==> src/rtl/servo_pwm_capture.sv <==
// Servo-style PWM input capture: measures high time and rise-to-rise period in clk cycles
// and exposes them, with status flags and a level interrupt, on an Avalon-MM slave.
module servo_pwm_capture #(
    parameter int CNT_W          = 24,
    parameter int TIMEOUT_CYCLES = 2500000
) (
    input  logic        clk,
    input  logic        reset_n,
    input  logic        pwm_in,
    input  logic [1:0]  avs_address,
    input  logic        avs_read,
    input  logic        avs_write,
    input  logic [31:0] avs_writedata,
    output logic [31:0] avs_readdata,
    output logic        irq
);

    localparam int IDLE_W = $clog2(TIMEOUT_CYCLES + 1);
    localparam logic [CNT_W-1:0]  CNT_MAX    = '1;
    localparam logic [IDLE_W-1:0] IDLE_LIMIT = IDLE_W'(TIMEOUT_CYCLES);

    typedef enum logic [1:0] {
        IDLE,
        HIGH,
        LOW
    } state_t;

    state_t            state;
    logic              s1, s2, s3;
    logic [CNT_W-1:0]  wcnt, pcnt;
    logic [CNT_W-1:0]  width_r, period_r;
    logic [IDLE_W-1:0] idle_cnt;
    logic              en, irq_en;
    logic              valid, timeout, overrun;

    logic              rise, fall, edge_any;
    logic              wr_ctrl, wr_status, rd_width;
    logic              publish, watchdog_hit;
    logic [IDLE_W-1:0] idle_inc;
    logic              unused_wdata;

    function automatic logic [CNT_W-1:0] sat_inc(input logic [CNT_W-1:0] v);
        return (v == CNT_MAX) ? v : v + CNT_W'(1);
    endfunction

    assign rise      = s2 & ~s3;
    assign fall      = ~s2 & s3;
    assign edge_any  = rise | fall;
    assign wr_ctrl   = avs_write && (avs_address == 2'd0);
    assign wr_status = avs_write && (avs_address == 2'd1);
    assign rd_width  = avs_read  && (avs_address == 2'd2);

    assign idle_inc     = idle_cnt + IDLE_W'(1);
    assign publish      = en && (state == HIGH) && fall;
    assign watchdog_hit = en && (state != IDLE) && !edge_any && (idle_inc == IDLE_LIMIT);
    assign unused_wdata = ^avs_writedata[31:3];

    always_ff @(posedge clk or negedge reset_n) begin
        if (!reset_n) begin
            s1 <= 1'b0;
            s2 <= 1'b0;
            s3 <= 1'b0;
        end else begin
            s1 <= pwm_in;
            s2 <= s1;
            s3 <= s2;
        end
    end

    always_ff @(posedge clk or negedge reset_n) begin
        if (!reset_n) begin
            state    <= IDLE;
            wcnt     <= '0;
            pcnt     <= '0;
            idle_cnt <= '0;
            width_r  <= '0;
            period_r <= '0;
            en       <= 1'b0;
            irq_en   <= 1'b0;
            valid    <= 1'b0;
            timeout  <= 1'b0;
            overrun  <= 1'b0;
        end else begin
            if (wr_ctrl) begin
                en     <= avs_writedata[0];
                irq_en <= avs_writedata[1];
            end

            // Hardware sets take priority over software clears on every flag.
            if (publish)
                valid <= 1'b1;
            else if (rd_width)
                valid <= 1'b0;

            if (watchdog_hit)
                timeout <= 1'b1;
            else if (wr_status && avs_writedata[1])
                timeout <= 1'b0;

            if (publish && valid && !rd_width)
                overrun <= 1'b1;
            else if (wr_status && avs_writedata[2])
                overrun <= 1'b0;

            if (!en) begin
                state    <= IDLE;
                wcnt     <= '0;
                pcnt     <= '0;
                idle_cnt <= '0;
            end else begin
                case (state)
                    IDLE: begin
                        idle_cnt <= '0;
                        if (rise) begin
                            state <= HIGH;
                            wcnt  <= CNT_W'(1);
                            pcnt  <= CNT_W'(1);
                        end
                    end
                    HIGH: begin
                        if (fall) begin
                            width_r  <= wcnt;
                            pcnt     <= sat_inc(pcnt);
                            idle_cnt <= '0;
                            state    <= LOW;
                        end else if (watchdog_hit) begin
                            wcnt     <= '0;
                            pcnt     <= '0;
                            idle_cnt <= '0;
                            state    <= IDLE;
                        end else begin
                            wcnt     <= sat_inc(wcnt);
                            pcnt     <= sat_inc(pcnt);
                            idle_cnt <= idle_inc;
                        end
                    end
                    LOW: begin
                        if (rise) begin
                            period_r <= pcnt;
                            wcnt     <= CNT_W'(1);
                            pcnt     <= CNT_W'(1);
                            idle_cnt <= '0;
                            state    <= HIGH;
                        end else if (watchdog_hit) begin
                            wcnt     <= '0;
                            pcnt     <= '0;
                            idle_cnt <= '0;
                            state    <= IDLE;
                        end else begin
                            pcnt     <= sat_inc(pcnt);
                            idle_cnt <= idle_inc;
                        end
                    end
                    default: state <= IDLE;
                endcase
            end
        end
    end

    always_ff @(posedge clk or negedge reset_n) begin
        if (!reset_n) begin
            avs_readdata <= '0;
            irq          <= 1'b0;
        end else begin
            irq <= irq_en & (valid | timeout);
            if (avs_read) begin
                case (avs_address)
                    2'd0:    avs_readdata <= {30'd0, irq_en, en};
                    2'd1:    avs_readdata <= {28'd0, s2, overrun, timeout, valid};
                    2'd2:    avs_readdata <= 32'(width_r);
                    default: avs_readdata <= 32'(period_r);
                endcase
            end
        end
    end

endmodule

==> config.mk <==
export PLATFORM = sky130hd
export DESIGN_NAME = servo_pwm_capture
export DESIGN_NICKNAME = d
export VERILOG_FILES = /design/src/rtl/servo_pwm_capture.sv
export SDC_FILE = /design/constraint.sdc
export NUM_CORES = 1
export LEC_CHECK = 0
export CORE_ASPECT_RATIO = 1.5
export CORE_MARGIN = 2
export CORE_UTILIZATION = 25
export DETAILED_ROUTE_END_ITERATION = 8
export PLACE_DENSITY = 0.46
export SYNTH_ARGS = -nofsm -noshare
export SYNTH_HDL_FRONTEND = slang
export SYNTH_SLANG_ARGS = --single-unit
export TNS_END_PERCENT = 100
==> constraint.sdc <==
create_clock -name clk -period 3.8 [get_ports clk]
set_input_delay 1.14 -clock clk [delete_from_list [all_inputs] [get_ports clk]]
set_output_delay 1.14 -clock clk [all_outputs]
set_load 0.02 [all_outputs]
## Word level (Yosys, flattened, before mapping)

Cells that the tools add are included.

- Reductions and logical operators: 24
- Bitwise logic cells: 7
- Equal/unequal tests: 12
- Add/sub/neg operators: 3
- Multiplexer cells: 32

Operators by type and width:

| operator | number |
|---|---|
| two-way mux 24 bit | 12 |
| one-hot mux 24 bit (3 select lines) | 3 |
| two-way mux 22 bit | 4 |
| one-hot mux 22 bit (3 select lines) | 1 |
| adder 24 x 1 -> 24 bit (second input constant) | 2 |
| equality test 24 bit (second input constant) | 2 |
| adder 22 x 1 -> 22 bit (second input constant) | 1 |
| equality test 22 bit (second input constant) | 1 |
| logical AND 1 bit | 12 |
| two-way mux 2 bit | 5 |
| != test 4 bit (second input constant) | 2 |
| nonzero test 2 bit | 4 |
| two-way mux 1 bit | 6 |
| != test 3 bit (second input constant) | 2 |
| one-hot mux 2 bit (3 select lines) | 1 |
| AND reduction 3 bit | 2 |
| AND reduction 5 bit | 1 |
| equality test 2 x 1 -> 1 bit (second input constant) | 2 |
| equality test 2 bit (second input constant) | 2 |
| zero test 2 bit | 2 |
| != test 4 x 1 -> 1 bit (second input constant) | 1 |
| AND 1 bit | 3 |
| zero test 1 bit | 2 |
| NOT 1 bit | 2 |
| 2 further kinds | 3 |

- Flip-flop bits (word level): 161
- Output and inout port bits: 33

## Longest topological paths before layout

Gate-level depths: netlist of run 1.

- Depth in word-level cells: 10
- Depth in mapped cells: 12

## Worst setup path after synthesis of run 1

Ideal clock, no wire load.

- Kind: register to register
- From: register idle_cnt[0]
- To: register pcnt[14]
- Arrival time: 2973 ps
- Period minus slack after synthesis: 3052 ps
- Path slack: 748 ps
- Required time: 3721 ps
- Stages on the path, launching flop included: 11
- Setup time: 79 ps
- Path through: dfrtp_1 -> ha_1 -> nand3_1 -> or4_4 -> or2_4 -> and4_4 -> o2111ai_4 -> o21ai_4 -> a21o_4 -> or3_1 -> mux2i_1

- Word-level cells in the longest chain between the ends: 7
- Elaborated cells on any way between the ends: 8
- Classes of those cells: 1 x add/sub; 1 x eq/ne; 5 x mux; 1 x reduce/logical

RTL lines:

| item | RTL line | text |
|---|---|---|
| start, declared | 32 | `logic [IDLE_W-1:0] idle_cnt;` |
| start signal, assigned | 134 | `idle_cnt <= idle_inc;` |
| start signal, assigned | 151 | `idle_cnt <= idle_inc;` |
| adder 22 x 1 -> 22 bit (*) | 53 | `assign idle_inc = idle_cnt + IDLE_W'(1);` |
| equality test 22 bit (*) | 55 | `assign watchdog_hit = en && (state != IDLE) && !edge_any && (idle_inc == IDLE_LIMIT);` |
| logical AND 1 bit (*) | 55 |  |
| two-way mux 24 bit (*) | 126, 144 |  |
| two-way mux 24 bit (on tied branches) | 138, 121 |  |
| one-hot mux 24 bit (3 select lines) (*) | 111 | `case (state)` |
| two-way mux 24 bit (*) | 105 | `if (!en) begin` |
| end signal, assigned | 123 | `pcnt <= sat_inc(pcnt);` |
| end signal, assigned | 133 | `pcnt <= sat_inc(pcnt);` |
| end signal, assigned | 150 | `pcnt <= sat_inc(pcnt);` |
| end, declared | 30 | `logic [CNT_W-1:0] wcnt, pcnt;` |

Every way passes the cells marked *; elsewhere a longest branch is shown, timed or not.
A chain may end at the register's enable or synchronous reset.

## Worst setup path after layout of run 1

- From: register idle_cnt[0]
- To: register pcnt[9]

Same word-level chain as after synthesis.

==> metrics.md, run 1 <==
| Metric | Value |
|---|---|
| Outcome | finished clean |
| Post-synthesis sequential area ratio | 48.8% |
| IO Port Bufs | 34 |
| 1st-iter DRT viols | between 200 and 300 |
| Design Area, Final | ~0.0095 mm^2 |
| CP Data Required Time | around 4.1 ns |
| Placed Area | approximately 0.0088 mm^2 |
| Root Driver | clkbuf_16 |
| Worst Hold Margin | 0.359 ns |
| Nets | a little under 900 |
| Synth async-reset ratio | 100% |
| Core Area | 0.0309 mm^2 |
| Top-area cell type share of the netlist area | between 40 and 50% |
| Leak Pwr | 4.08 nW |
| Die area | between 0.03 and 0.04 mm^2 |
| Worst Setup Path Type | flop to flop |
| Initial core utilization | around a quarter |
| Final setup fails | 0 |
| WL per Instance | 16.3 um |
| Area growth syn-to-layout | 20.5% |
| Setup TNS | 0 ns |
| H-tree level count | 4 |
| Max Slew Vio Count | 0 |
| HPWL Detailed | between 10,000 and 15,000 um |
| Most used DFF post-synth | dfrtp_1 |
| Synth Area in Adders | about 1.6% |
| Routability cong. | 0.739 |
| Post-Synth Simple-Gate Area | approximately 17% |
| Synthesis Warnings | 0 |
| FP Rows | 79 |
| Largest family of logic cells by synthesized area | compound AO/OA/AOI/OAI gates |
| Syn Area/Cell | about 10 um^2 |
| Residual DRC | 0 |
| Synth cell count leaders | 153 x dfrtp_1, 85 x o21ai_0, 70 x nand2_1 |
| Via count | roughly 6.1k |
| Final WS setup | ~0.30 ns |
| First-pass GRT wire length | 33,800 um |
| Peak Freq | roughly 290 MHz |
| DRT Pass-1 Iters | 4 |
| Setup crit end kind | flop |
| Slew Limit Headroom | 34.5% |
| CTS tree | built |
| Slew @ Worst Pin | about 1 ns |
| Post-synth cell types | between 60 and 70 |
| Share of cells above drive strength 1 | about 16% |
| Power Density | between 400 and 500 mW/mm^2 |
| Synth area leader | dfrtp_1 |
| Clock Path Buffers | 2 |
| Setup slack at placement | roughly 0.073 ns |
| Die height | between 200 and 250 um |
| Worst-skew pair later-pin latency | roughly 0.44 ns |
| Post-Synthesis Cells | 786 |
| Multiplexer area fraction after synthesis | 11.1% |
| #FFs+latches synth | roughly 150 |
| Largest cells by area after synthesis | dfrtp_1 49%, mux2_2 7.2%, o21ai_0 5.4%, nand2_1 3.3%, mux2i_1 3.3% |
| Vias in the first global route | between 6k and 7k |
| Hold Violations, Final | 0 |
| RSZ-0062 raised after global routing | false |
| DIE WIDTH | roughly 150 um |
| Largest net degree at the start of global routing | 70 |
| Hold_buf cts | 0 |
| Initial antenna violation count | 0 |
| Boundary pin count | between 70 and 80 |
| Xor/xnor share of the synthesized area | less than 1% |
| Overflow after GRT | 0 |
| Max-Cap Viols | 0 |
| Vias per cell | about 4.8 |
| Synth Area in Compound Gates | ~17% |
| Worst vdd ir | 0.304 mV |
| Post-synth EDFFs | 0 |
| CTS clk-pin slew, worst paths | roughly 0.06 ns |
| Most common cell in the netlist | dfrtp_1 |
| Crit path max fanout | 10 |
| Final ANT Viol Nets | 0 |
| Hold/Removal Path Class | flop to flop |
| Fillers | 3,202 |
| Post-Route WL | between 20,000 and 25,000 um |
| Antenna cells | 0 |
| Clock skew | a little over 0.008 ns |
| Final period util | between 90% and 100% |
| CTS sink cnt | 153 |
| CP arrival | approximately 3.8 ns |
| Setup crit start kind | flop |
| Min Tclk post-route | around 3.5 ns |
| Cell Area, Synth | between 0.007 and 0.008 mm^2 |
| CTS Buf Count | 17 |
| GRT Total Usage | 13.1% |
| Power Total | 0.00392 W |
==> final timing paths <==
kind / startpoint / endpoint / slack, ns / cells after the start
worst max-delay path: idle_cnt[0] / pcnt[9] / 0.30 / 10
worst min-delay path: s1 / s2 / 0.36 / 0
worst max register to register: idle_cnt[0] / pcnt[9] / 0.30 / 10
worst min register to register: s1 / s2 / 0.36 / 0
max in group asynchronous: reset_n / wcnt[9] / 2.32 / 2
min in group asynchronous: reset_n / idle_cnt[1] / 0.71 / 1
==> registers in the layout, indices dropped and copies added (netlist names), 2 cells and up <==
register / flops
width_r: 24
avs_readdata: 24
wcnt: 24
period_r: 24
state: 2
idle_cnt: 22
pcnt: 24
==> critical path, cell delays in order (launching register included) <==
cell and delay, ns:
dfrtp_1 0.43, ha_1 0.28, nand3_1 0.13, or4_4 0.57, or2_4 0.27, and4_4 0.19
o2111ai_4 0.38, o21ai_4 0.13, a21oi_4 0.35, nand2_1 0.32, o311ai_1 0.35
==> cell type report <==
class | count | area [um^2] | share of cell area, %
multi-input cells | 556 | 3700 | 39.1
inverters | 37 | 139 | 1.47
well taps | 405 | 507 | 5.36
clock inverters | 6 | 135 | 1.43
clock buffers | 24 | 512 | 5.41
repair buffers | 72 | 634 | 6.71
flip-flops and latches | 153 | 3830 | 40.5
==> per-stage QoR <==
step / util, % / instances
after global placement: 28.5 / 1223
after detailed placement: 28.5 / 1223
after global routing: 30.6 / 1253
final: 30.6 / 1253
after floorplan: - / 793
after CTS: 30.5 / 1253
==> cells by family after synthesis <==
logic type	Yosys count
AO/OA/AOI/OAI	204
XOR/XNOR	6
adder cells (fa/ha/maj)	10
buffers and inverters	84
flip-flops	153
multiplexers	78
other	1
AND/OR/NAND/NOR	250
==> layout by cell type, fill, tap and decap left out, drive strengths merged, types with 9 or more instances in the layout <==
| cell | instances |
|---|---|
| nand4 | 27 |
| nor3 | 11 |
| buf | 40 |
| and2 | 9 |
| a31oi | 9 |
| a21oi | 18 |
| o22ai | 21 |
| nand3 | 38 |
| mux2 | 50 |
| o31ai | 22 |
| clkbuf | 24 |
| ha | 10 |
| o21ai | 92 |
| and3 | 17 |
| nand2 | 71 |
| nor2b | 10 |
| nor2 | 34 |
| inv | 37 |
| clkdlybuf4s50 | 32 |
| mux2i | 26 |
| dfrtp | 153 |
==> timing repair <==
action / 4_1_cts / 5_1_grt
endpoints found under the setup margin: 0 / 7
resized for setup: 0 / 1
setup buffers: 0 / 0
==> routing by layer <==
| layer | wire length, um | track usage (%) | vias up |
|---|---|---|---|
| met3 | 452 | 2.97 | 18 |
| li1 | - | - | 2966 |
| met2 | 11200 | 24.0 | 75 |
| met1 | 8410 | 15.0 | 2996 |
| met4 | 334 | 4.15 | 0 |
| met5 | 0 | 0 | - |
==> where the power goes <==
group          switching [W]  internal (W)
Clock               0.000664       0.00120
Combinational       0.000244      0.000128
Sequential         0.0000267       0.00166
Total               0.000935       0.00299
No activity file was read; power rests on OpenSTA's default activity.
==> inputs of run 2 (changes only) <==
--- a/config.mk
+++ b/config.mk
@@ -10,6 +10,7 @@
 export CORE_UTILIZATION = 25
 export DETAILED_ROUTE_END_ITERATION = 8
 export PLACE_DENSITY = 0.46
+export SKIP_CTS_REPAIR_TIMING = 1
 export SYNTH_ARGS = -nofsm -noshare
 export SYNTH_HDL_FRONTEND = slang
 export SYNTH_SLANG_ARGS = --single-unit
==> constraint.sdc (replaced) <==
create_clock -name clk -period 3.8 [get_ports clk]
set_input_delay 0.38 -clock clk [delete_from_list [all_inputs] [get_ports clk]]
set_output_delay 0.38 -clock clk [all_outputs]
set_load 0.02 [all_outputs]
==> metrics.md, run 2 (synthesis results as in run 1) <==
| Metric | Value |
|---|---|
| Max Slew Vio Count | 0 (unchanged) |
| Logic pwr share | 9.7% (+0.2 points) |
| Clock skew | 0.0162 ns (+0.00806 ns) |
| Reg2reg start | idle_cnt[0] |
| Nets | 878 (-0.90%) |
| Hold Violations, Final | 15 (+15) |
| Critical Path Source | idle_cnt[0] |
| Hold/Removal Path Class | primary input to asynchronous set/reset pin |
| Met3 WL | 378 um (-16%) |
| Multi-input gate area | 0.00369 mm^2 (-0.20%) |
| Min Tclk post-route | 3.57 ns (+0.0675 ns) |
| Cell-internal power | 0.00289 W (-3.1%) |
| Cell family with most CP delay | simple AND/OR/NAND/NOR gates |
| Setup crit start kind | flop |
| WL met2 | 11,100 um (-1.1%) |
| Sw frac | 24.5% (+0.69 points) |
| Die height | 221 um (unchanged) |
| CP arrival | 3.89 ns (+0.06 ns) |
| IO Port Bufs | 34 (unchanged) |
| RSZ-0062 raised after global routing | false |
| Final ANT Viol Nets | 0 (unchanged) |
| First-pass GRT wire length | 34,200 um (+1.2%) |
| Slowest stage delay, CP | 0.57 ns (about the same) |
| DIE WIDTH | 149 um (unchanged) |
| Failing checks | hold timing |
| Largest net degree at the start of global routing | 79 (+13%) |
| Worst Hold Margin | -0.0351 ns (-0.394 ns) |
| Routability cong. | 0.759 (+2.7%) |
| Critical-path cell list | ha_1 > nand3_1 > or4_4 > or2_4 > and4_4 > o2111ai_4 > o21ai_4 > a21oi_2 > nand2_1 > o311ai_1 |
| Top layer in use | met4 |
| CTS clk-pin slew, worst paths | 0.06 ns (about the same) |
| Area growth syn-to-layout | 19.2% |
| Switching Power | 0.000940 W (+0.60%) |
| Leak Pwr | 4.03 nW (-1.2%) |
| Worst reg2reg path endpoint | pcnt[11] |
| FP Rows | 79 (unchanged) |
| Seq pwr share | 44.1% (+1.0 points) |
| Setup crit end kind | flop |
| Power Density | 410 mW/mm^2 (-1.2%) |
| Sequential standard cell area | 0.00383 mm^2 (unchanged) |
| CTS tree | built |
| Initial core utilization | 25.4% (unchanged) |
| Peak Freq | 280 MHz (-1.9%) |
| Slew @ Worst Pin | 0.920 ns (-0.0536 ns) |
| CTS Buf Count | 17 (unchanged) |
| Reg2Reg Depth | 10 (unchanged) |
| Final period util | 93.9% (+1.8 points) |
| Root Driver | clkbuf_16 |
| Clock share of power | 46.2% (-1.3 points) |
| Vias in the first global route | 6,246 (+2.4%) |
| Share of cells above drive strength 1 | 15.0% (-1.0 points) |
| Max-Cap Viols | 0 (unchanged) |
| H-tree level count | 4 (unchanged) |
| GRT Total Usage | 13.2% (+0.11 points) |
| Clock Path Buffers | 2 (unchanged) |
| DRT Pass-1 Iters | 4 (unchanged) |
| Worst Setup Path Type | flop to flop |
| Residual DRC | 0 (unchanged) |
| R2R setup slack | 0.23 ns (-0.07 ns) |
| Worst-skew pair later-pin latency | 0.44 ns (about the same) |
| Most frequent cells in the layout | 153 x dfrtp_1, 85 x o21ai_0, 70 x nand2_1 |
| Max stage delay cell, worst path | or4_4 |
| Setup slack at placement | 0.230 ns (+0.157 ns) |
| HPWL Detailed | 14,400 um (-0.98%) |
| Setup TNS | 0 ns (unchanged) |
| Fillers | 3,184 (-0.56%) |
| Core Area | 0.0309 mm^2 (unchanged) |
| 1st-iter DRT viols | 289 (+6.3%) |
| Slew Limit Headroom | 38.1% (+3.6 points) |
| Post-Route WL | 20,500 um (+0.48%) |
| Boundary pin count | 72 (unchanged) |
| Worst vdd ir | 0.312 mV (+2.6%) |
| Initial antenna violation count | 0 (unchanged) |
| CTS sink cnt | 153 (unchanged) |
| Overflow after GRT | 0 (unchanged) |
| Commonest non-fill, non-tap cell in the layout | dfrtp_1 |
| Crit path max fanout | 7 (-3) |
| WL per Instance | 16.4 um (+1.1%) |
| Outcome | complete, but fails checks |
| CP Data Required Time | 4.12 ns (about the same) |
| Final setup fails | 0 (unchanged) |
| Vias per cell | 4.86 (+0.61%) |
| Final WS setup | 0.232 ns (-0.0675 ns) |
| Worst path bufs/invs | 0 (unchanged) |
| DRT met1 WL | 8570 um (+1.9%) |
| Antenna cells | 0 (unchanged) |
| Via count | 6,053 (-0.033%) |
| Die area | 0.0329 mm^2 (unchanged) |
[run 2: cell types whose count changed in the layout (fill, tap and decap cells not counted), moves of 2 or more]
cell / before / now
buf_4: 37 / 28
clkbuf_1: 1 / 3
clkbuf_8: 6 / 1
clkinv_2: 0 / 4
clkinvlp_4: 2 / 0
[run 2: metal layers]
layer	up-vias	GRT usage (%)
met5	-	0
met4	0	5.22
met3	28	2.33
met2	67	23.7
met1	3009	15.6
li1	2949	-
[run 2: cell type report]
class / instances / area share, %
tap: 405 / 5.42
multi-input combinational: 556 / 39.5
clock inverter: 9 / 1.59
sequential: 153 / 40.9
timing repair buffer: 64 / 6.27
clock buffer: 21 / 4.81
inverter: 37 / 1.48
[run 2: worst max path at each step]
| stage | to | slack [ns] | depth (start not counted) |
|---|---|---|---|
| after floorplan | pcnt[14] | 0.75 | 10 |
| after global placement | pcnt[9] | 0.29 | 10 |
| after detailed placement | pcnt[11] | 0.23 | 10 |
| after CTS | pcnt[11] | 0.22 | 10 |
| after global routing | pcnt[11] | 0.0007 | 10 |
| final | pcnt[11] | 0.23 | 10 |
[run 2: power by group through the flow]
stage / Combinational (W) / Sequential [W] / Clock, W
floorplan: 0.000211 / 0.00172 / 0
global placement: 0.000379 / 0.00172 / 0
detailed placement: 0.000380 / 0.00172 / 0
CTS: 0.000380 / 0.00169 / 0.00184
global route: 0.000418 / 0.00169 / 0.00189
finish: 0.000372 / 0.00169 / 0.00177
[run 2: per-stage QoR]
stage / cell area (um^2) / cells / power, W / utilization (%) / hold slack, ns
3_5_place_dp: 8760 / 1215 / 0.00210 / 28.3 / 0.353
4_1_cts: 9360 / 1245 / 0.00391 / 30.2 / 0.00607
2_1_floorplan: 7880 / 793 / 0.00193 / - / 0.0844
3_3_place_gp: 8760 / 1215 / 0.00210 / 28.3 / 0.347
6_report: 9360 / 1245 / 0.00383 / 30.2 / -0.0351
5_1_grt: 9360 / 1245 / 0.00400 / 30.2 / 0.0496
==> inputs of run 3 (changes only) <==
==> constraint.sdc (replaced) <==
create_clock -name clk -period 3.7 [get_ports clk]
set_input_delay 0.37 -clock clk [delete_from_list [all_inputs] [get_ports clk]]
set_output_delay 0.37 -clock clk [all_outputs]
set_load 0.02 [all_outputs]
==> metrics.md, run 3 (synthesis results as in run 1) <==
| Metric | Value |
|---|---|
| Outcome | finished clean |
| Largest net degree at the start of global routing | 72 (-8.9%) |
| Most frequent cells in the layout | 153 x dfrtp_1, 85 x o21ai_0, 70 x nand2_1 |
| Boundary pin count | 72 (unchanged) |
| CTS Buf Count | 17 (unchanged) |
| GRT Total Usage | 13.1% (-0.12 points) |
| Max-Cap Viols | 0 (unchanged) |
| CP Data Required Time | 4.02 ns (-0.10 ns) |
| Share of cells above drive strength 1 | 15.0% (-0.036 points) |
| CTS clk-pin slew, worst paths | 0.06 ns (about the same) |
| Initial core utilization | 25.4% (unchanged) |
| Overflow after GRT | 0 (unchanged) |
| Worst Setup Path Type | flop to flop |
| Placed Area | 0.00878 mm^2 (+0.29%) |
| CTS tree | built |
| Area growth syn-to-layout | 19.2% (unchanged) |
| Hold Violations, Final | 0 (-15) |
| IO Port Bufs | 34 (unchanged) |
| Power Density | 409 mW/mm^2 (-0.31%) |
| Min Tclk post-route | 3.44 ns (-0.128 ns) |
| Worst-skew pair later-pin latency | 0.44 ns (about the same) |
| Leak Pwr | 4.03 nW (-0.13%) |
| Design Area, Final | 0.00936 mm^2 (unchanged) |
| Root Driver | clkbuf_16 |
| Setup TNS | 0 ns (unchanged) |
| Peak Freq | 291 MHz (+3.7%) |
| Reg2Reg Depth | 10 (unchanged) |
| Hold/Removal Path Class | flop to flop |
| Commonest non-fill, non-tap cell in the layout | dfrtp_1 |
| Max Slew Vio Count | 0 (unchanged) |
| Fillers | 3,180 (-0.13%) |
| Die height | 221 um (unchanged) |
| Sequential standard cell area | 0.00383 mm^2 (unchanged) |
| Core Area | 0.0309 mm^2 (unchanged) |
| 1st-iter DRT viols | 215 (-26%) |
| Critical-path cell list | ha_1 > nand3_1 > or4_4 > or2_4 > and4_4 > o2111ai_4 > o21ai_4 > a21oi_2 > nand2_1 > o311ai_1 |
| Setup crit start kind | flop |
| DIE WIDTH | 149 um (unchanged) |
| Vias in the first global route | 6,196 (-0.80%) |
| CP arrival | 3.76 ns (-0.13 ns) |
| Clock Path Buffers | 2 (unchanged) |
| FP Rows | 79 (unchanged) |
| Final setup fails | 0 (unchanged) |
| DRT Pass-1 Iters | 4 (unchanged) |
| H-tree level count | 4 (unchanged) |
| Nets | 879 (+0.11%) |
| Clock skew | 0.00928 ns (-0.00689 ns) |
| Initial antenna violation count | 0 (unchanged) |
| Residual DRC | 0 (unchanged) |
| Antenna cells | 0 (unchanged) |
| WL per Instance | 16.4 um (about the same) |
| Max stage delay cell, worst path | or4_4 |
| Post-Route WL | 20,500 um (about the same) |
| First-pass GRT wire length | 33,900 um (-0.87%) |
| Die area | 0.0329 mm^2 (unchanged) |
| Routability cong. | 0.749 (-1.4%) |
| CTS sink cnt | 153 (unchanged) |
| Hold Path Depth | 0 |
| Final ANT Viol Nets | 0 (unchanged) |
| Slowest stage delay, CP | 0.57 ns (about the same) |
| Slew Limit Headroom | 35.0% (-3.1 points) |
| Slew @ Worst Pin | 0.966 ns (+0.0466 ns) |
| Multi-input gate area | 0.00369 mm^2 (unchanged) |
| Via count | 6,069 (+0.26%) |
| Vias per cell | 4.87 (+0.10%) |
| HPWL Detailed | 14,400 um (-0.15%) |
| Worst vdd ir | 0.315 mV (+0.66%) |
| Setup crit end kind | flop |
| Crit path max fanout | 7 (unchanged) |
| RSZ-0062 raised after global routing | false |
| Final period util | 93.0% (-0.91 points) |
==> run 3: worst paths after layout <==
path | end | slack, ns | start
setup / recovery | pcnt[9] | 0.26 | idle_cnt[0]
hold / removal | s2 | 0.35 | s1
setup reg to reg | pcnt[9] | 0.26 | idle_cnt[0]
hold reg to reg | s2 | 0.35 | s1
max in group asynchronous | width_r[4] | 2.39 | reset_n
min in group asynchronous | width_r[1] | 0.46 | reset_n
==> run 3: per-stage QoR <==
step	hold WS [ns]	total power, W	cells	worst slack, ns	util [%]
after floorplan	0.0744	0.00198	793	0.648	-
after global placement	0.337	0.00216	1215	0.329	28.4
after detailed placement	0.336	0.00216	1215	0.233	28.4
after CTS	-0.110	0.00390	1246	0.246	30.2
after global routing	0.368	0.00399	1247	0.00380	30.2
final	0.347	0.00382	1247	0.260	30.2
==> run 3: power breakdown <==
group | leakage [nW] | internal, W | switching (W)
clock | 0.277 | 0.00102 | 0.000679
combinational | 1.63 | 0.000133 | 0.000254
sequential | 2.12 | 0.00171 | 0.0000294
==> run 3: final cells by class <==
cell class              count  area share, %
flip-flops and latches    153           40.9
inverters                  37           1.48
repair buffers             65           6.65
clock inverters             8           1.03
well taps                 405           5.42
clock buffers              23           5.00
multi-input cells         556           39.5
==> run 3: routing by layer <==
layer	global-route usage [%]	wire (um)	vias to the layer above
li1	-	-	2938
met1	15.5	8650	3013
met2	23.0	11000	92
met3	2.85	488	26
met4	5.04	384	0
met5	0	0	-
==> run 3: worst max-delay path, delay by kind of cell, from the launching register on <==
kind	cells	cell delay (ns)
DFF	1	0.44
and+or+nand+nor	5	1.44
adders and majority gates	1	0.29
AOI/OAI and AO/OA	4	1.15
==> edit 1: new RTL, flow settings as in run 3 <==
Set the parameter `CNT_W` to 48 (it was 24).
--- a/src/rtl/servo_pwm_capture.sv
+++ b/src/rtl/servo_pwm_capture.sv
@@ -1,7 +1,7 @@
 // Servo-style PWM input capture: measures high time and rise-to-rise period in clk cycles
 // and exposes them, with status flags and a level interrupt, on an Avalon-MM slave.
 module servo_pwm_capture #(
-    parameter int CNT_W          = 24,
+    parameter int CNT_W          = 48,
     parameter int TIMEOUT_CYCLES = 2500000
 ) (
     input  logic        clk,
Check against the original RTL: same outputs for any inputs over 4 cycles, from zero or initial values and one cycle with reset_n low; that may be too few to reach the edited logic, so the function may still have changed.
==> edit 1 against run 3 <==
Clock skew increased by 0.0067 ns. Worst setup slack got worse by 0.022 ns. Total power increased by 48%. Synthesized area increased by 49%. Fmax decreased by 0.64%. Wire length increased by 59%. Final area increased by 49%. Sequential cell count increased by 72. Largest cell class unchanged.
==> edit 1: results (changes against run 3) <==
stage,metric,value,unit,change
synthesis,synth top area cells,"dfrtp_1, mux2_2, o21ai_0",,
place,Port Buffers,42,,+24%
global_route,initial antenna violation count,0,,unchanged
global_route,largest net degree at the start of global routing,113,,+57%
global_route,vias in the first global route,9579,,+55%
synthesis,count of cell types in the netlist,70,,+7.7%
clock_network,H-tree depth,1,,-3
clock_network,Root Driver,clkbuf_16,,
routing,DR pass1 iterations,5,,+1
place,Area after DPL,13100,µm²,+49%
finish,Fill cells,4797,,+51%
clock_network,Clock Latency Late Sink,0.54,ns,+0.10 ns
run_status,outcome,completed,,
finish,ant diodes,0,,unchanged
synthesis,"Seq/Total Area, Yosys",48.2,%,-0.57 points
timing,clk_skew,0.0160,ns,+0.00674 ns
place,Final GP Congestion,0.793,,+5.9%
place,Setup WS pre-CTS,0.104,ns,-0.129 ns
clock_network,maximum clock path buffer count,3,,+1
routing,initial drt markers,587,,+170%
place,Final HPWL DP,22100,µm,+54%
finish,fin cells,1885,,+51%
critical_path,slowest cell on the critical path,or4_1,,
power,worst vdd ir,0.369,mV,+17%
clock_network,"Reg clk slew, reported paths",0.06,ns,about the same
routing,WL final,32500,µm,+59%
synthesis,Mapped Cells,1227,,+56%
timing,Slew HR,39.9,%,+4.9 points
global_route,GRT Total Usage,13.4,%,+0.27 points
finish,largest registers,"pcnt: 48 flops, wcnt: 48 flops",,
synthesis,"FFs w/ async S/R, synth",100,%,unchanged
routing,vias post-DR,9361,,+54%
power,Leakage Power,5.86,nW,+46%
synthesis,commonest cells in the netlist,"dfrtp_1, o21ai_0, nand2_1",,
finish,Final #Nets,1324,,+51%
critical_path,crit path DAT,3.87,ns,+0.11 ns
critical_path,worst-path fanout max,23,,+16
global_route,first-pass GRT wire length,52900,µm,+56%
critical_path,crit-path leading delay family,simple AND/OR/NAND/NOR gates,,
finish,area of the multi-input gates,5580,µm²,+51%
min_path,Hold Crit Class,in2reg,,
finish,share of cells above drive strength 1,14.1,%,-0.87 points
place,dpl cells,1839,,+51%
clock_network,CTS Buf Count,25,,+8
edit 1: cell types whose count changed after synthesis, sizes merged, moves of 28 or more:
cell	change
dfrtp	+72
nand2	+49
o21ai	+47
a21oi	+43
nor2	+32
nand3	+29
inv	+28
edit 1: path summary, 6_finish.rpt:
path / to / cells past startpoint / startpoint / slack, ns
min: s1 / 1 / pwm_in / 0.27
min reg2reg: s2 / 0 / s1 / 0.36
max reg2reg: wcnt[45] / 12 / idle_cnt[4] / 0.24
min in group asynchronous: idle_cnt[6] / 2 / reset_n / 0.51
max: wcnt[45] / 12 / idle_cnt[4] / 0.24
max in group asynchronous: wcnt[45] / 3 / reset_n / 2.29
edit 1: power breakdown:
| group | switching [mW] | total, mW | internal (mW) |
|---|---|---|---|
| registers | 0.0267 | 2.52 | 2.49 |
| clock network | 1.04 | 2.62 | 1.58 |
| logic | 0.345 | 0.523 | 0.177 |
edit 1: layout make-up:
class                   instances  share of cell area [%]
well taps                     594                    5.31
flip-flops and latches        225                    40.3
inverters                      65                    1.74
multi-input cells             865                    39.9
repair buffers                 93                    6.69
clock inverters                 9                   0.886
clock buffers                  34                    5.22
edit 1: kinds of logic (layout without fill, tap and decap cells):
group	Yosys count	in the layout	synth area share (%)
and+or+nand+nor	413	413	18.5
DFF	225	225	48.2
AOI/OAI and AO/OA	334	334	17.5
buffers and inverters	137	201	4.76
xor gates and xnor gates	10	10	0.750
muxes	98	98	9.24
adders and majority gates	10	10	1.07
edit 1: metal layers:
layer  global-route usage [%]  routed length, µm
met5                        0                  0
met4                     3.38                542
met3                     1.43                806
met2                     26.0              17500
met1                     15.6              13700
==> edit 2: new RTL, flow settings as in run 3 <==
Without the edit above. Make the reset (`reset_n`) synchronous in 3 clocked blocks.
--- a/src/rtl/servo_pwm_capture.sv
+++ b/src/rtl/servo_pwm_capture.sv
@@ -55,7 +55,7 @@
     assign watchdog_hit = en && (state != IDLE) && !edge_any && (idle_inc == IDLE_LIMIT);
     assign unused_wdata = ^avs_writedata[31:3];
 
-    always_ff @(posedge clk or negedge reset_n) begin
+    always_ff @(posedge clk) begin
         if (!reset_n) begin
             s1 <= 1'b0;
             s2 <= 1'b0;
@@ -67,7 +67,7 @@
         end
     end
 
-    always_ff @(posedge clk or negedge reset_n) begin
+    always_ff @(posedge clk) begin
         if (!reset_n) begin
             state    <= IDLE;
             wcnt     <= '0;
@@ -157,7 +157,7 @@
         end
     end
 
-    always_ff @(posedge clk or negedge reset_n) begin
+    always_ff @(posedge clk) begin
         if (!reset_n) begin
             avs_readdata <= '0;
             irq          <= 1'b0;
Function: differs if reset_n is asserted again (counterexample within 4 cycles, from zero or initial values and one cycle with reset_n low); with reset_n held inactive, the same outputs for 4 cycles.
==> edit 2 against run 3 <==
Global-route usage grew 0.87 points. Worst setup slack lost 0.026 ns. Sequential cell count unchanged. Final area fell by 1.7%. Wire length up 7.7%. Utilization is 0.43 points lower. Synthesized area fell by 0.73%. Critical endpoint is now wcnt[17]. Highest routed layer unchanged.
Power is not compared: it rests on default switching activity, and its combinational part moved more than twofold at a synthesized area within 25%.
==> edit 2: results (changes against run 3) <==
stage,metric,value,unit,change
timing,Slew HR,37.8,%,+2.8 points
global_route,largest net degree at the start of global routing,79,,+9.7%
synthesis,Synth Warn #,0,,unchanged
global_route,first-pass GRT wire length,35700,µm,+5.4%
critical_path,"setup slack, reg-to-reg",0.23,ns,-0.03 ns
finish,share of cells above drive strength 1,9.08,%,-5.9 points
synthesis,predominant post-synthesis flop cell,dfxtp_1,,
critical_path,reg-to-reg endpoint,wcnt[17],,
critical_path,worst-path fanout max,18,,+11
finish,Fill cells,3324,,+4.5%
synthesis,"Seq/Total Area, Yosys",39.3,%,-9.5 points
synthesis,commonest cells in the netlist,"nand2_1, dfxtp_1, nand3_1",,
clock_network,CTS Buf Count,17,,unchanged
routing,vias per cell,4.87,,+0.13%
min_path,WHS Endpoint,timeout,,
synthesis,synth top area cells,"dfxtp_1, nand2_1, a21boi_0",,
synthesis,syn avg cell area,8.25,µm²,-17%
timing,clk_skew,0.00940,ns,+0.000117 ns
global_route,vias in the first global route,6500,,+4.9%
critical_path,Worst Reg-to-Reg Cells,10,,unchanged
place,Final GP Congestion,0.798,,+6.6%
min_path,Worst Min Path Start,reset_n,,
critical_path,crit path DAT,3.77,ns,about the same
finish,fin cells,1374,,+10%
synthesis,count of cell types in the netlist,76,,+17%
routing,initial drt markers,378,,+76%
finish,Final #Nets,1005,,+14%
finish,Post-Layout Inst Area,9190,µm²,-1.7%
min_path,Hold Crit Class,in2reg,,
run_status,outcome,completed,,
global_route,GRT Total Usage,14.0,%,+0.87 points
place,dpl cells,1342,,+10%
place,Area after DPL,8500,µm²,-3.2%
timing,worst hold margin,0.260,ns,-0.0872 ns
critical_path,worst flop-to-flop path startpoint,idle_cnt[1],,
min_path,hold path cells,2,,+2
synthesis,"FFs w/ async S/R, synth",0,%,-100 points
routing,drt wl/cell,16.1,µm,-2.3%
## edit 2: cell count changes after synthesis, sizes merged, moves of 20 or more
cell	change
o31ai	-20
nand2	+97
a21boi	+48
dfrtp	-153
a31oi	+28
dfxtp	+153
and2	+20
mux2	-48
o21ai	-61
## edit 2: how the worst max path moves through the flow
stage | from | endpoint | slack (ns) | cells after the start
3_3_place_gp | idle_cnt[1] | wcnt[20] | 0.16 | 10
5_1_grt | idle_cnt[1] | wcnt[15] | -0.0003 | 10
4_1_cts | idle_cnt[1] | wcnt[16] | 0.06 | 11
6_report | idle_cnt[1] | wcnt[17] | 0.23 | 10
3_5_place_dp | idle_cnt[1] | wcnt[17] | 0.08 | 10
2_1_floorplan | idle_cnt[0] | pcnt[23] | 0.62 | 13
## edit 2: area by class of cell
class	count	area share [%]
multi-input cells	687	46.3
inverters	34	1.39
flip-flops and latches	153	33.3
clock inverters	13	2.60
well taps	405	5.51
clock buffers	19	4.82
repair buffers	63	6.02
## edit 2: routing by layer
metal	GRT usage [%]	wire, µm	vias to the layer above
li1	-	-	3380
met1	14.9	8740	3182
met2	26.9	12200	104
met3	2.47	459	30
met4	5.81	695	0
met5	0	0	-
## edit 2: where the power goes
part           switching [mW]  internal, mW  leakage, nW
Sequential            0.00185          1.65         1.23
Clock                   0.743          1.29        0.330
Combinational          0.0573        0.0357         1.62
Total                   0.802          2.98         3.18
## edit 2: cell families (layout without fill, tap and decap cells)
| family | Yosys count | in the layout | synth area share [%] |
|---|---|---|---|
| DFF | 153 | 153 | 39.3 |
| muxes | 29 | 29 | 4.08 |
| AOI/OAI and AO/OA | 234 | 234 | 21.6 |
| xor gates and xnor gates | 11 | 11 | 1.24 |
| buffers and inverters | 112 | 129 | 6.55 |
| and+or+nand+nor | 395 | 395 | 25.6 |
| adders and majority gates | 10 | 10 | 1.61 |
| other | 1 | 8 | 0.0481 |
## edit 2: stage by stage
| stage | power, mW | setup WS (ns) | TNS, ns |
|---|---|---|---|
| finish | 3.78 | 0.234 | 0 |
| global route | 3.91 | -0.000259 | -0.000259 |
| CTS | 3.85 | 0.0641 | 0 |
| detailed placement | 1.78 | 0.0806 | 0 |
| global placement | 1.78 | 0.159 | 0 |
| floorplan | 1.76 | 0.617 | 0 |
## edit 2: worst max-delay path, stage by stage (launching register included)
cell and delay (ns):
dfxtp_1 0.46, ha_1 0.23, nand3_1 0.19, or3_1 0.43, o31a_1 0.33, a2111oi_4 0.46, and3_2 0.40, buf_4 0.19
o21ai_2 0.13, nand2_2 0.36, a31oi_1 0.15
